## config.mk

```make
export PLATFORM = sky130hd
export DESIGN_NAME = mem_arbiter
export DESIGN_NICKNAME = d
export VERILOG_FILES = /design/src/rtl/mem_arbiter.sv
export SDC_FILE = /design/constraint.sdc
export NUM_CORES = 1
export LEC_CHECK = 0
export BUFFER_PORTS_ARGS = -buffer_cell sky130_fd_sc_hd__buf_4
export CAP_MARGIN = 20
export CORE_ASPECT_RATIO = 2
export CORE_UTILIZATION = 39
export CTS_CLUSTER_SIZE = 10
export DETAILED_ROUTE_END_ITERATION = 8
export PLACE_DENSITY = 0.87
export SYNTH_ARGS = -nofsm -noshare
export SYNTH_HDL_FRONTEND = slang
export SYNTH_SLANG_ARGS = --single-unit
```

## constraint.sdc

```tcl
create_clock -name clk -period 1.4 [get_ports clk]
set_input_delay 0.07 -clock clk [delete_from_list [all_inputs] [get_ports clk]]
set_output_delay 0.07 -clock clk [all_outputs]
set_load 0.05 [all_outputs]
```

## src/rtl/mem_arbiter.sv

```systemverilog
// Two-requester arbiter for a shared single-port memory.
// Serves one whole transaction at a time through issue and fixed-latency wait.
module mem_arbiter #(
  parameter int AW         = 32,
  parameter int DW         = 32,
  parameter int LAT        = 1,
  parameter int FIXED_PRIO = 0
) (
  input  logic          clk,
  input  logic          reset,
  input  logic          cpu_req,
  input  logic          cpu_we,
  input  logic [AW-1:0] cpu_addr,
  input  logic [DW-1:0] cpu_wdata,
  output logic          cpu_gnt,
  output logic          cpu_done,
  input  logic          dma_req,
  input  logic          dma_we,
  input  logic [AW-1:0] dma_addr,
  input  logic [DW-1:0] dma_wdata,
  output logic          dma_gnt,
  output logic          dma_done,
  output logic [DW-1:0] rdata,
  output logic          mem_en,
  output logic          mem_we,
  output logic [AW-1:0] mem_addr,
  output logic [DW-1:0] mem_wdata,
  input  logic [DW-1:0] mem_rdata,
  output logic          busy
);

  typedef enum logic [1:0] {
    IDLE  = 2'd0,
    ISSUE = 2'd1,
    WAIT  = 2'd2,
    DONE  = 2'd3
  } state_t;

  localparam logic [3:0] CNT_INIT = 4'(LAT - 1);

  state_t        state;
  state_t        state_nxt;
  logic          last_dma;
  logic          owner;
  logic          we_q;
  logic [AW-1:0] addr_q;
  logic [DW-1:0] wdata_q;
  logic [DW-1:0] rdata_q;
  logic [3:0]    cnt;
  logic          any_req;
  logic          pick_dma;

  assign any_req = cpu_req | dma_req;

  // On a tie the requester that did not own the last grant wins.
  generate
    if (FIXED_PRIO != 0) begin : g_fixed
      assign pick_dma = ~cpu_req;
    end else begin : g_rr
      assign pick_dma = dma_req & (~cpu_req | ~last_dma);
    end
  endgenerate

  always_comb begin
    state_nxt = state;
    unique case (state)
      IDLE:    if (any_req) state_nxt = ISSUE;
      ISSUE:   state_nxt = WAIT;
      WAIT:    if (cnt == 4'd0) state_nxt = DONE;
      DONE:    state_nxt = IDLE;
      default: state_nxt = IDLE;
    endcase
  end

  always_ff @(posedge clk) begin
    if (!reset) begin
      state    <= IDLE;
      last_dma <= 1'b1;
      owner    <= 1'b0;
      we_q     <= 1'b0;
      addr_q   <= '0;
      wdata_q  <= '0;
      rdata_q  <= '0;
      cnt      <= '0;
    end else begin
      state <= state_nxt;
      unique case (state)
        IDLE: begin
          if (any_req) begin
            owner    <= pick_dma;
            last_dma <= pick_dma;
            we_q     <= pick_dma ? dma_we    : cpu_we;
            addr_q   <= pick_dma ? dma_addr  : cpu_addr;
            wdata_q  <= pick_dma ? dma_wdata : cpu_wdata;
          end
        end
        ISSUE: cnt <= CNT_INIT;
        WAIT: begin
          if (cnt == 4'd0) begin
            if (!we_q) rdata_q <= mem_rdata;
          end else begin
            cnt <= cnt - 4'd1;
          end
        end
        default: ;
      endcase
    end
  end

  always_comb begin
    mem_en   = 1'b0;
    mem_we   = 1'b0;
    cpu_gnt  = 1'b0;
    dma_gnt  = 1'b0;
    cpu_done = 1'b0;
    dma_done = 1'b0;
    unique case (state)
      ISSUE: begin
        mem_en  = 1'b1;
        mem_we  = we_q;
        cpu_gnt = ~owner;
        dma_gnt = owner;
      end
      DONE: begin
        cpu_done = ~owner;
        dma_done = owner;
      end
      default: ;
    endcase
  end

  assign busy      = (state != IDLE);
  assign rdata     = rdata_q;
  assign mem_addr  = addr_q;
  assign mem_wdata = wdata_q;

endmodule

```

== After elaboration in Yosys (flattened, before gate mapping) ==
Index checks and enable logic that the tools add are counted.
Word-level totals
  register bits: 105
  input port bits: 166
  output and inout port bits: 103
  logic and storage cells: 44
Operators by class
  $add $sub $neg: 1
  eq/ne operators: 6
  muxes and demuxes: 14
  bitwise gates (word level): 7
  reductions and logical operators: 8
Operators by type and width (number)
  2-to-1 mux 32 bit: 2
  one-hot mux 2 bit (4 select lines): 1
  one-hot mux 4 bit (2 select lines): 1
  2-to-1 mux 1 bit: 7
  inequality test 2 bit, second input constant: 3
  AND reduction 2 bit: 3
  == test 2 bit, second input constant: 2
  logical NOT 4 bit: 1
  2-to-1 mux 2 bit: 2
  2-to-1 mux 4 bit: 1
  inverter 1 bit: 4
  nonzero test 2 bit: 2
  subtractor 4 x 1 -> 4 bit, second input constant: 1
  AND reduction 3 bit: 1
  == test 2 x 1 -> 1 bit, second input constant: 1
  logical NOT 2 bit: 1
  OR 1 bit: 2
  AND 1 bit: 1

== Logic depth before layout (Yosys ltp) ==
Gate-level depths: netlist (run 1).
  depth after elaboration: 4
  depth in mapped cells: 8
  depth with buffers taken out: 5

== Worst setup path after synthesis (run 1) ==
Ideal clock, no wire load.
  path type: reg2out
  start: register state[1]
  end: output cpu_gnt
  data arrival time: 1701 ps
  required time: 1330 ps
  setup slack: -371 ps
  stages on the path, launching flop included: 4
  path buffers: 0
  cells stage by stage: dfxtp_1 > inv_1 > ha_1 > nor2b_1
On the way
  cells in the longest elaborated chain, start to end: 2
RTL lines
  start: declaration: RTL line 41  | state_t state;
  start signal: assignment: RTL line 86  | state <= state_nxt;
  == test 2 x 1 -> 1 bit: RTL line 117  | unique case (state)
  2-to-1 mux 1 bit: RTL line 117
  end: declaration: RTL line 15  | output logic cpu_gnt,
Every way passes these cells.

== Worst setup path in the final report (run 1) ==
  start: register state[1]
  end: register rdata_q[11] (netlist: rdata[11])
On the way
  cells in the longest elaborated chain, start to end: 2
RTL lines
  == test 2 bit: RTL line 87  | unique case (state)
  AND reduction 3 bit (no line)
  end signal: assignment: RTL line 100  | if (!we_q) rdata_q <= mem_rdata;
  end: declaration: RTL line 48  | logic [DW-1:0] rdata_q;
Every way passes these cells.
A chain may end at the register's enable or synchronous reset.

==> out/results.ini, run 1 <==
[clock_tree]
cts_buffers = 9
clk_pin_slew_ns = 0.07
clock-sinks = 105
cts.path.max_buffers = 2
cts_root_buf = clkbuf_16
cts_htree_levels = 3
tritoncts = done
insertion_delay_ns = 0.34

[logic_synthesis]
synth_area_mm2 = 0.00448
synth.avg_cell_area_um2 = 9.05
synth_top_area_share_pct = 46.9
ys_seq_area_share_pct = 46.9
synth_edf_count = 0
yosys_most_used_dff = dfxtp_1
synth.area.top_cells = dfxtp_1, mux2i_1, a21oi_1
yosys.area.top_type = dfxtp_1
synth.most_common_cell = dfxtp_1
synth_seq_cells = 105
syn_nets = 668
async_reset_ff_share_pct = 0
synthTopCellsByCount = dfxtp_1, a21oi_1, o21ai_0
synth_cell_type_count = 32
syn_inst = 495
yosysWarnings = 0

[timing]
slew_viol_final = 0
min_period_ns = 1.51
hold_viol = 0
fin_crit_sh_pct = 108
fin_worst_skew_ns = 0.0105
max-slew-margin-rel_pct = 76.9
fin_hold_ws_ns = 0.0157
rsz0062_at_grt = yes
finalSetupViolCount = 31
max_slew.worst_pin.slew_ns = 0.343
fin_ws_ns = -0.109
fmax_ghz = 0.663

[floorplanning]
die_x_um = 77.8
num_io_pins = 269
dieArea_mm2 = 0.0119
rows = 55
design.core.area_mm2 = 0.0112
die_h_um = 154
initial_core_util_pct = 39.9

[setup_path]
crit_start = state[1]$_SDFFE_PN0P_
crit_path_cell_trace = buf_6, ha_4, and4bb_4, buf_6, buf_12, nand3_1, a21oi_2
setup.worst_path.start_class = register
crit_type = register to register
reg2reg_slack_ns = -0.11
worstPathArrival_ns = 1.77
max_stage_delay_ns = 0.36
crit_end = rdata[11]$_SDFFE_PN0P_
rr_worst_depth = 7
r2r_end = rdata[11]$_SDFFE_PN0P_
worstSetupEndpointType = register
critical-path-slowest-cell = dfxtp_2
crit_top_cell = buf_6
cp_max_fo = 6
required_ns = 1.66
r2r-start = state[1]$_SDFFE_PN0P_

[status]
status = complete, but fails checks
failed_checks = negative setup slack

[cells_and_area]
nFillCells = 776
finalInstanceArea_mm2 = 0.00788
drive_gt1_share_pct = 50.4
area_growth_pct = 75.9
nets = 969
antenna_cells = 0
multi_input_area_mm2 = 0.00238
instances_no_fill = 943
seq_area_mm2 = 0.00211

[placement]
hpwl_um = 10600
dpl_cell_area_mm2 = 0.00686
io_buffers = 268
gp_congestion = 0.839
dp_cells = 892
preCtsSetupSlack_ns = -0.0586

[global_route]
grt_pass1_vias = 4865
groute.usage.overall_pct = 24.0
grt_max_degree = 44
grt_overflow = 0
grt_first_pass_wirelength_um = 22500
antenna_found_initial = 0

[drt]
viasPerCell = 5.35
drtPass1Iterations = 4
wire_per_inst_um = 17.3
first_iter_violations = 182
detail_route.drc_violations = 0
drt-total-wl_um = 16300
num_vias = 5047
ant_nets = 0

[power_and_ir_drop]
seqPwrFrac_pct = 26.4
p_leak_nw = 3.48
swShare_pct = 46.3
clkPwrFrac_pct = 14.8
peakVddDrop_uv = 1380
internal_power_w = 0.00895
power.density_mw_per_mm2 = 2120
combPwrFrac_pct = 58.8
switching_power_w = 0.00773

[min_path]
min_path_type = input pin to register

[job]
max_cap_viol_count = 0

-- layout by cell type, fill, tap and decap left out, types with 3 or more instances in the layout --
cell type,instances
nand2_1,3
buf_4,288
o21ai_0,67
clkbuf_16,13
buf_8,5
nand3_1,30
dlygate4sd3_1,12
mux2i_2,5
buf_12,14
ha_4,3
a21oi_1,70
dfxtp_1,101
dfxtp_2,3
mux2i_1,61
o21ai_1,36
a21oi_2,33
buf_6,11
inv_2,4
-- through the flow --
stage | setup TNS (ns) | power (W) | utilization, %
detailed placement | -0.186 | 0.0125 | 61.2
global route | -4.35 | 0.0174 | 70.3
finish | -1.12 | 0.0167 | 70.3
global placement | -0.00609 | 0.0124 | 61.2
floorplan | -2.03 | 0.00971 | -
CTS | -0.0188 | 0.0155 | 66.6
-- flip-flops by register name, summed over array words and instances (netlist names) --
| signal | count |
|---|---|
| owner | 1 |
| we_q | 1 |
| last_dma | 1 |
| state | 2 |
| rdata | 32 |
| mem_wdata | 32 |
| mem_addr | 32 |
| cnt | 4 |
-- cell type report --
type                       instances  area share (%)
sequential                       105            26.8
tap                              142            2.25
inverter                           7           0.365
clock inverter                     5           0.572
multi-input combinational        338            30.2
timing repair buffer             335            36.7
clock buffer                      11            3.21
-- worst min path at each step --
stage / endpoint / depth (start not counted) / startpoint / slack [ns]
floorplan: rdata[31]$_SDFFE_PN0P_ / 2 / mem_rdata[31] / 0.22
global route: rdata[4]$_SDFFE_PN0P_ / 3 / mem_rdata[4] / 0.005
finish: rdata[4]$_SDFFE_PN0P_ / 3 / mem_rdata[4] / 0.02
detailed placement: rdata[31]$_SDFFE_PN0P_ / 3 / mem_rdata[31] / 0.34
CTS: rdata[6]$_SDFFE_PN0P_ / 3 / mem_rdata[6] / 0.001
global placement: rdata[31]$_SDFFE_PN0P_ / 3 / mem_rdata[31] / 0.34
-- power groups by stage --
stage	logic, W	registers [W]	clock network, W
2_1_floorplan	0.00250	0.00720	0
3_3_place_gp	0.00800	0.00435	0
3_5_place_dp	0.00813	0.00439	0
4_1_cts	0.00861	0.00435	0.00252
5_1_grt	0.0102	0.00450	0.00265
6_report	0.00980	0.00440	0.00247
-- what timing repair did --
item                                    4_1_cts  5_1_grt
resized for setup                            27       91
pin swaps                                     3        8
endpoints found under the hold margin        12        0
buffers inserted                              6       11
cloned                                        2        5
endpoints found under the setup margin       39       88
hold buffers                                 12        0
-- routing by layer --
metal  vias up  share of wire (%)  GRT usage, %
met5         -                  0             0
met4         0                3.6          13.6
met3        42                7.0          5.99
met2       269                 56          47.5
met1      2353                 33          21.0
li1       2383                  -             -
-- critical path: cells and delay by family, from the launching register on --
family	cells	cell delay, ns
AOI/OAI and AO/OA	1	0.17
adders and majority gates	1	0.13
buffers and inverters	3	0.34
DFF	1	0.36
and+or+nand+nor	2	0.42
-- kinds of logic after synthesis --
kind of cell    share of synthesized area [%]
compound gates                           24.1
flops                                    46.9
mux                                      14.7
simple gates                             6.62
buf+inv                                  5.61
fa+ha+maj                                1.96
No activity file was read; power rests on OpenSTA's default activity.
==> inputs of run 2 (changes only) <==
RECOVER_POWER = 25   (was not set)
==> out/results.ini, run 2 (same netlist as run 1, synthesis figures left out) <==
[status]
status = complete, but fails checks
failed_checks = negative setup slack

[clock_tree]
clock-sinks = 105  ; unchanged
insertion_delay_ns = 0.34  ; about the same
cts_buffers = 9  ; unchanged
clk_pin_slew_ns = 0.07  ; about the same
cts.path.max_buffers = 2  ; unchanged
tritoncts = done
cts_htree_levels = 3  ; unchanged
cts_root_buf = clkbuf_16

[global_route]
antenna_found_initial = 0  ; unchanged
grt_pass1_vias = 4865  ; unchanged
grt_max_degree = 44  ; unchanged
grt_first_pass_wirelength_um = 22500  ; unchanged
groute.usage.overall_pct = 24.0  ; unchanged
grt_overflow = 0  ; unchanged

[setup_path]
cp_max_fo = 6  ; unchanged
r2r-start = state[1]$_SDFFE_PN0P_
rr_worst_depth = 7  ; unchanged
worstPathArrival_ns = 1.77  ; about the same
required_ns = 1.66  ; about the same
worstSetupEndpointType = register
r2r_end = rdata[11]$_SDFFE_PN0P_
reg2reg_slack_ns = -0.11  ; about the same
crit_type = register to register
setup.worst_path.start_class = register
crit_start = state[1]$_SDFFE_PN0P_

[floorplanning]
rows = 55  ; unchanged
num_io_pins = 269  ; unchanged
dieArea_mm2 = 0.0119  ; unchanged
die_h_um = 154  ; unchanged
die_x_um = 77.8  ; unchanged
initial_core_util_pct = 39.9  ; unchanged
design.core.area_mm2 = 0.0112  ; unchanged

[timing]
min_period_ns = 1.51  ; +0.00246 ns
finalSetupViolCount = 32  ; +3.2%
max_slew.worst_pin.slew_ns = 0.646  ; +0.303 ns
fin_worst_skew_ns = 0.00963  ; -0.000919 ns
fin_crit_sh_pct = 108  ; +0.18 points
hold_viol = 0  ; unchanged
fmax_ghz = 0.661  ; -0.16%
slew_viol_final = 0  ; unchanged
fin_ws_ns = -0.112  ; -0.00246 ns
rsz0062_at_grt = yes
max-slew-margin-rel_pct = 57.1  ; -20 points

[drt]
detail_route.drc_violations = 0  ; unchanged
drtPass1Iterations = 4  ; unchanged
viasPerCell = 5.37  ; +0.38%
drt-total-wl_um = 16300  ; about the same
ant_nets = 0  ; unchanged
num_vias = 5066  ; +0.38%
wire_per_inst_um = 17.3  ; about the same
first_iter_violations = 173  ; -4.9%

[cells_and_area]
finalInstanceArea_mm2 = 0.00777  ; -1.3%
layout_commonest_cell = buf_4
drive_gt1_share_pct = 47.3  ; -3.1 points
antenna_cells = 0  ; unchanged
nets = 969  ; unchanged
area_growth_pct = 73.5
layout.cells.most_common_list = buf_4, dfxtp_1, a21oi_1

[min_path]
holdPathEnd = rdata[23]$_SDFFE_PN0P_
hp-start = mem_rdata[23]
min_path_cells = 3  ; unchanged
min_path_type = input pin to register

[power_and_ir_drop]
p_leak_nw = 3.37  ; -3.1%
power.density_mw_per_mm2 = 2120  ; +0.24%
power_w = 0.0165  ; -1.1%
peakVddDrop_uv = 1380  ; +0.54%

[job]
max_cap_viol_count = 0  ; unchanged

[placement]
hpwl_um = 10600  ; unchanged
dpl_cell_area_mm2 = 0.00686  ; unchanged
io_buffers = 268  ; unchanged
gp_congestion = 0.839  ; unchanged

==> run 2: report_power, final <==
group / leakage [nW] / total (W) / internal [W] / switching (W)
logic: 2.36 / 0.00962 / 0.00354 / 0.00608
clock network: 0.145 / 0.00247 / 0.00133 / 0.00114
registers: 0.867 / 0.00439 / 0.00389 / 0.000507
==> run 2: cell type report <==
| cell class | count | area, µm² |
|---|---|---|
| Fill cell | 807 | 3440 |
| Timing Repair Buffer | 335 | 2780 |
| Multi-Input combinational cell | 338 | 2380 |
| Sequential cell | 105 | 2110 |
| Clock buffer | 11 | 253 |
| Tap cell | 142 | 178 |
| Clock inverter | 5 | 45.0 |
| Inverter | 7 | 28.8 |
==> run 2: metal layers <==
layer  track usage (%)  vias to the layer above  part of all wire [%]
met4              13.6                        0                   3.5
li1                  -                     2384                     -
met3              5.99                       40                   6.9
met1              21.0                     2372                    33
met5                 0                        -                     0
met2              47.5                      270                    56
==> run 2: how the worst max path moves through the flow <==
| stage | endpoint | slack, ns | cells past startpoint |
|---|---|---|---|
| 6_report | rdata[11]$_SDFFE_PN0P_ | -0.11 | 7 |
| 3_3_place_gp | state[1]$_SDFFE_PN0P_ | -0.006 | 5 |
| 5_1_grt | rdata[2]$_SDFFE_PN0P_ | -0.15 | 6 |
| 4_1_cts | rdata[24]$_SDFFE_PN0P_ | -0.005 | 6 |
| 3_5_place_dp | state[1]$_SDFFE_PN0P_ | -0.06 | 5 |
| 2_1_floorplan | rdata[11]$_SDFFE_PN0P_ | -0.07 | 8 |
==> run 2: repair_timing <==
action | in CTS | in global routing
cloned | 2 | 5
setup endpoints to repair | 39 | 88
buffers inserted | 6 | 11
hold buffers | 12 | 0
pin swaps | 3 | 8
gates resized for setup | 27 | 91
endpoints found under the hold margin | 12 | 0
==> run 2: stage by stage <==
stage          worst slack [ns]  hold slack (ns)  TNS (ns)  instances  util, %
2_1_floorplan           -0.0705            0.218     -2.03        495        -
3_3_place_gp           -0.00609            0.337  -0.00609        892     61.2
3_5_place_dp            -0.0586            0.344    -0.186        892     61.2
4_1_cts                -0.00481          0.00141   -0.0188        928     66.6
5_1_grt                  -0.148          0.00477     -4.35        943     69.3
6_report                 -0.112           0.0158     -1.14        943     69.3
==> run 2: worst max-delay path, stage by stage (launching register included) <==
cell      delay (ns)
dfxtp_2         0.36
buf_6           0.12
ha_4            0.13
and4bb_4        0.31
buf_6           0.12
buf_12          0.11
nand3_1         0.11
a21oi_2         0.17
